**config.mk**
```make
export PLATFORM = sky130hd
export DESIGN_NAME = user_io_ctrl
export DESIGN_NICKNAME = d
export VERILOG_FILES = /design/src/rtl/user_io_pkg.sv /design/src/rtl/user_io_sync.sv /design/src/rtl/user_io_ctrl.sv
export SDC_FILE = /design/constraint.sdc
export NUM_CORES = 1
export LEC_CHECK = 0
export CAP_MARGIN = 0
export CORE_AREA = 2 2 132 134
export DETAILED_ROUTE_END_ITERATION = 12
export DIE_AREA = 0 0 134 136
export HOLD_SLACK_MARGIN = 0.06
export PLACE_DENSITY = 0.69
export SLEW_MARGIN = 20
export SYNTH_ARGS = -nofsm -noshare
export SYNTH_HDL_FRONTEND = slang
export SYNTH_SLANG_ARGS = --single-unit
```
**constraint.sdc**
```tcl
create_clock -name wb_clk_i -period 2.4 [get_ports wb_clk_i]
set_input_delay 0.48 -clock wb_clk_i [delete_from_list [all_inputs] [get_ports wb_clk_i]]
set_output_delay 0.48 -clock wb_clk_i [all_outputs]
set_load 0.02 [all_outputs]
```
**src/rtl/user_io_pkg.sv**
```systemverilog
// Shared definitions for the user GPIO controller: register offsets, reset constants, bus FSM states.
// No logic; constants only.
// No flow control; consumed by user_io_ctrl and its testbench.
package user_io_pkg;

    // Register offsets inside the 256-byte window
    localparam logic [7:0] OFF_OUT = 8'h00;
    localparam logic [7:0] OFF_OEB = 8'h04;
    localparam logic [7:0] OFF_IN  = 8'h08;
    localparam logic [7:0] OFF_IE  = 8'h0C;
    localparam logic [7:0] OFF_IS  = 8'h10;
    localparam logic [7:0] OFF_OWN = 8'h14;

    // Reset values
    localparam logic [15:0] OUT_RST = 16'h0000;
    localparam logic [15:0] OEB_RST = 16'hFFFF;

    typedef enum logic {
        ST_IDLE = 1'b0,
        ST_ACK  = 1'b1
    } bus_state_t;

endpackage

```
**src/rtl/user_io_sync.sv**
```systemverilog
// Multi-stage input synchronizer with rising-edge detector on the synchronized value.
// Latency: STAGES clocks to q; rise is combinational from q and its one-cycle-old copy.
// No backpressure; samples every clock.
// Ports: clk/rst (sync active-high), d_in (async pads), q (synchronized), rise (q=1, previous q=0).
module user_io_sync #(
    parameter int WIDTH  = 16,
    parameter int STAGES = 2
) (
    input  logic             clk,
    input  logic             rst,
    input  logic [WIDTH-1:0] d_in,
    output logic [WIDTH-1:0] q,
    output logic [WIDTH-1:0] rise
);

    logic [STAGES-1:0][WIDTH-1:0] stage_q, stage_d;
    logic [WIDTH-1:0]             prev_q, prev_d;

    always_comb begin
        stage_d = {stage_q[STAGES-2:0], d_in};
        prev_d  = stage_q[STAGES-1];
    end

    always_ff @(posedge clk) begin
        if (rst) begin
            stage_q <= '0;
            prev_q  <= '0;
        end else begin
            stage_q <= stage_d;
            prev_q  <= prev_d;
        end
    end

    assign q    = stage_q[STAGES-1];
    assign rise = stage_q[STAGES-1] & ~prev_q;

endmodule

```
**src/rtl/user_io_ctrl.sv**
```systemverilog
// Wishbone register bank for 16 user pads with per-pin Wishbone/LA ownership and rising-edge interrupt.
// Latency: ack and read data one cycle after stb; writes visible on pads in that same ack cycle.
// No wait states; a held stb is acked every other cycle (IDLE/ACK alternation).
// Ports: wb_clk_i/wb_rst_i, wbs_* classic slave, io_in/io_out/io_oeb pads,
//        la_data_in (out values [15:0], oeb values [31:16]), la_data_out (synced pads), irq[0] GPIO.
module user_io_ctrl
    import user_io_pkg::*;
#(
    parameter logic [31:0] BASE_ADDR   = 32'h3000_0000,
    parameter int          NPINS       = 16,
    parameter int          SYNC_STAGES = 2
) (
    input  logic             wb_clk_i,
    input  logic             wb_rst_i,
    input  logic             wbs_cyc_i,
    input  logic             wbs_stb_i,
    input  logic             wbs_we_i,
    input  logic [3:0]       wbs_sel_i,
    input  logic [31:0]      wbs_adr_i,
    input  logic [31:0]      wbs_dat_i,
    output logic             wbs_ack_o,
    output logic [31:0]      wbs_dat_o,
    input  logic [NPINS-1:0] io_in,
    output logic [NPINS-1:0] io_out,
    output logic [NPINS-1:0] io_oeb,
    input  logic [31:0]      la_data_in,
    output logic [NPINS-1:0] la_data_out,
    output logic [2:0]       irq
);

    bus_state_t  state_q, state_d;
    logic        ack_q, ack_d;
    logic [31:0] dat_q, dat_d;
    logic [15:0] out_q, out_d;
    logic [15:0] oeb_q, oeb_d;
    logic [15:0] ie_q, ie_d;
    logic [15:0] is_q, is_d;
    logic [15:0] own_q, own_d;
    logic        irq_q, irq_d;

    logic [15:0] pin_sync, pin_rise;

    logic        req, hit, commit, wr;
    logic [7:0]  off;
    logic [15:0] be_mask, rd_val;

    // Upper sel/data lanes carry nothing in this 16-bit register map
    logic unused_lanes;
    assign unused_lanes = &{1'b0, wbs_sel_i[3:2], wbs_dat_i[31:16]};

    user_io_sync #(
        .WIDTH  (16),
        .STAGES (SYNC_STAGES)
    ) u_sync (
        .clk  (wb_clk_i),
        .rst  (wb_rst_i),
        .d_in (io_in),
        .q    (pin_sync),
        .rise (pin_rise)
    );

    always_comb begin
        req     = wbs_cyc_i & wbs_stb_i;
        hit     = (wbs_adr_i[31:8] == BASE_ADDR[31:8]);
        off     = wbs_adr_i[7:0];
        // The access is committed on the IDLE->ACK edge only
        commit  = (state_q == ST_IDLE) && req;
        wr      = commit && wbs_we_i && hit;
        be_mask = {{8{wbs_sel_i[1]}}, {8{wbs_sel_i[0]}}};

        rd_val = 16'h0000;
        if (hit) begin
            case (off)
                OFF_OUT: rd_val = out_q;
                OFF_OEB: rd_val = oeb_q;
                OFF_IN:  rd_val = pin_sync;
                OFF_IE:  rd_val = ie_q;
                OFF_IS:  rd_val = is_q;
                OFF_OWN: rd_val = own_q;
                default: rd_val = 16'h0000;
            endcase
        end

        out_d = out_q;
        oeb_d = oeb_q;
        ie_d  = ie_q;
        own_d = own_q;
        is_d  = is_q;
        if (wr) begin
            case (off)
                OFF_OUT: out_d = (out_q & ~be_mask) | (wbs_dat_i[15:0] & be_mask);
                OFF_OEB: oeb_d = (oeb_q & ~be_mask) | (wbs_dat_i[15:0] & be_mask);
                OFF_IE:  ie_d  = (ie_q  & ~be_mask) | (wbs_dat_i[15:0] & be_mask);
                OFF_OWN: own_d = (own_q & ~be_mask) | (wbs_dat_i[15:0] & be_mask);
                OFF_IS:  is_d  = is_q & ~(wbs_dat_i[15:0] & be_mask);
                default: ;
            endcase
        end
        // A rising edge in the same cycle as a W1C keeps the bit set
        is_d = is_d | pin_rise;

        irq_d = |(is_q & ie_q);

        state_d = state_q;
        case (state_q)
            ST_IDLE: if (req) state_d = ST_ACK;
            ST_ACK:  state_d = ST_IDLE;
            default: state_d = ST_IDLE;
        endcase

        ack_d = commit;
        dat_d = (commit && !wbs_we_i) ? {16'h0000, rd_val} : 32'h0000_0000;
    end

    always_ff @(posedge wb_clk_i) begin
        if (wb_rst_i) begin
            state_q <= ST_IDLE;
            ack_q   <= 1'b0;
            dat_q   <= 32'h0000_0000;
            out_q   <= OUT_RST;
            oeb_q   <= OEB_RST;
            ie_q    <= 16'h0000;
            is_q    <= 16'h0000;
            own_q   <= 16'h0000;
            irq_q   <= 1'b0;
        end else begin
            state_q <= state_d;
            ack_q   <= ack_d;
            dat_q   <= dat_d;
            out_q   <= out_d;
            oeb_q   <= oeb_d;
            ie_q    <= ie_d;
            is_q    <= is_d;
            own_q   <= own_d;
            irq_q   <= irq_d;
        end
    end

    // Pad mux: owned pins follow the LA bus, others follow the register bank
    assign io_out = (own_q & la_data_in[15:0])  | (~own_q & out_q);
    assign io_oeb = (own_q & la_data_in[31:16]) | (~own_q & oeb_q);

    assign wbs_ack_o   = ack_q;
    assign wbs_dat_o   = dat_q;
    assign la_data_out = pin_sync;
    assign irq         = {2'b00, irq_q};

endmodule

```
==> impl_metrics.csv <==
group,metric,value,unit
outcome,status,"completed",
logic_synthesis,seq_area_frac_synth,0.447,
timing,drv_slew,0,
flow_run,drv_cap,0,
routing,drt_wl_total,18000,microns
routing,drc,0,
setup_path,critical_path_class,"input port to flop",
die,die_w,134,microns
logic_synthesis,ys_async_sr_fraction,0,
clocking,postCtsSetupBuffers,0,
grt,grt_start_max_net_pins,72,
timing,finalHoldViolCount,0,
grt,antenna_found_initial,0,
setup_path,critPathMaxFanout,8,
timing,slew_headroom,0.639,
setup_path,slowest_delay,0.55,ns
routing,dr.pass1.iters,4,
clocking,cts_resized,0,
layout,nets,931,
setup_path,required,2.73,ns
timing,fmax,0.445,GHz
logic_synthesis,synthCells,626,
setup_path,arrival,2.58,ns
timing,tightest_slew,0.541,ns
placement,gp_congestion,0.835,
placement,placedCellCount,1016,
grt,grt_pass1_wl,27700,microns
setup_path,crit_top_cell,"or4_4",
min_path,worstHoldStart,"u_sync.stage_d[20]$_SDFF_PP0_",
logic_synthesis,ys_top_cells_by_count,"147 x dfxtp_1, 82 x nor2b_1, 66 x nor2_1",
setup_path,worstSetupEndpointType,"flop",
die,row_count,48,
setup_path,rr_startpoint,"state_q$_SDFF_PP0_",
placement,dp_hpwl,13100,microns
min_path,min-delay-path-class,"flop to flop",
routing,drtIter0Drc,279,
setup_path,cp_num_buf_inv,2,
logic_synthesis,syn_avg_cell_area,10.5,sq um
timing,period_share,0.937,
clocking,tritoncts,"done",
die,initial_core_util,0.390,
layout,nFillCells,1446,
logic_synthesis,synth_top_area_frac,0.447,
clocking,holdBufCountCts,0,
clocking,cts_made_buffers,17,
die,dieArea,0.0182,sq mm
logic_synthesis,yosysMostFrequentCell,"dfxtp_1",
min_path,whs_path_depth,1,
power,peakVddDrop,0.475,mV
setup_path,critical-path-top-delay-family,"simple AND/OR/NAND/NOR gates",
timing,rsz0062_at_grt,"no",
clocking,clock_tree.buffer_depth,2,
logic_synthesis,synth_edf_count,0,
clocking,insertion_delay,0.41,ns
clocking,clkSlewWorstSetupHoldPaths,0.05,ns
routing,viasPerCell,4.95,
clocking,cts_root_buf,"clkbuf_16",
setup_path,rrSetupSlack,0.70,ns
timing,setup_viol,0,
logic_synthesis,synth.largest_area_cell,"dfxtp_1",
layout,drive_gt1_frac,0.156,
layout,multiInputGateArea,0.00344,sq mm
layout,syn2layout_area_growth,40.0,%
timing,tns,0,ns
setup_path,crit_slowest_cell,"or4_4",
logic_synthesis,synthTopCellsByArea,"dfxtp_1 45%, mux2i_1 9.9%, mux2_2 8.2%",
logic_synthesis,ys_types,39,
power,power.density,593,mW/mm^2
die,die_h,136,microns
layout,layout.cells.non_filler,1046,
layout,diodes,0,
layout,seq_area,0.00294,sq mm
clocking,clock_sinks,147,
clocking,htree_num_levels,4,
setup_path,start_kind,"input port",
logic_synthesis,synth_ff_type,"dfxtp_1",
routing,avgRoutedWirePerCell,17.2,microns
grt,overflow,0,
setup_path,rr_worst_depth,5,
die,ios,205,
min_path,hold_path_end,"u_sync.q[4]$_SDFF_PP0_",
power,p_leak,3.58,nW
timing,min_period,2.25,ns
placement,io_buffers,168,
grt,grt_pass1_vias,5103,
logic_synthesis,synthesis.area,0.00659,sq mm
die,coreArea,0.0169,sq mm
grt,track_usage,0.199,
routing,vias,5179,
logic_synthesis,yosysWarnings,0,
routing,antenna_left,0,
timing,skew,0.00560,ns
logic_synthesis,ys_ff_latch,147,
setup_path,worstPathCellList,"clkdlybuf4s50_1 > or4_4 > or4_4 > nor3_4 > buf_12 > mux2i_1",
kinds of logic after synthesis:
family,after synthesis,synth area share
and+or+nand+nor,256,0.230
muxes,128,0.232
other,1,0.000569
buffers and inverters,50,0.0399
AOI/OAI and AO/OA,44,0.0502
DFF,147,0.447
routing by layer:
metal  GRT usage  wire [microns]
met1       0.257            8140
met2       0.322            8520
met3      0.0492            1020
met4      0.0780             337
met5           0               0
cell type report:
cell class	instances	share of cell area
tap	225	0.0305
inverter	2	0.000814
clock buffer	24	0.0522
timing repair buffer	196	0.218
multi-input combinational	446	0.373
sequential	147	0.319
clock inverter	6	0.00597
where the power goes:
group | internal, mW | total, mW | switching, mW
Clock | 1.49 | 2.42 | 0.938
Sequential | 2.49 | 2.52 | 0.0338
Combinational | 0.297 | 0.517 | 0.219
how the worst max path moves through the flow:
| stage | from | to | slack, ns | depth (start not counted) |
|---|---|---|---|---|
| 4_1_cts | flop | io_out[8] | 0.14 | 2 |
| 5_1_grt | wbs_adr_i[0] | flop | 0.08 | 6 |
| 6_report | wbs_adr_i[0] | flop | 0.15 | 6 |
| 3_5_place_dp | wbs_adr_i[0] | flop | -0.26 | 6 |
| 3_3_place_gp | wbs_adr_i[0] | flop | -0.22 | 6 |
| 2_1_floorplan | wbs_adr_i[0] | flop | 0.14 | 4 |
cell usage in the layout, fill, tap and decap left out, types with 6 or more instances in the layout:
cell / n
nor4_1: 6
mux2_2: 48
nand2b_1: 65
mux4_2: 15
clkdlybuf4s50_1: 166
buf_12: 10
nand3_1: 7
clkbuf_16: 17
conb_1: 18
nor2_1: 66
a211oi_1: 16
dfxtp_1: 147
nor2b_1: 82
buf_4: 19
mux2i_1: 65
a22oi_1: 17
worst reg2reg max path, stage by stage, from the launching register on:
cell and delay [ns]:
dfxtp_1 0.32, and4b_1 0.36, nand4_1 0.26, nor3_2 0.30, buf_12 0.18, mux2i_1 0.21
through the flow:
stage | power (mW) | hold WS (ns) | area (sq um) | worst slack (ns) | utilization
2_1_floorplan | 2.84 | 0.414 | 6650 | 0.138 | -
3_3_place_gp | 3.08 | 0.417 | 8680 | -0.218 | 0.515
3_5_place_dp | 3.09 | 0.423 | 8680 | -0.263 | 0.515
4_1_cts | 5.52 | 0.435 | 9220 | 0.135 | 0.546
5_1_grt | 5.66 | 0.454 | 9220 | 0.0850 | 0.546
6_report | 5.46 | 0.433 | 9220 | 0.152 | 0.546
Note: power is estimated with default switching activity, not from simulation.
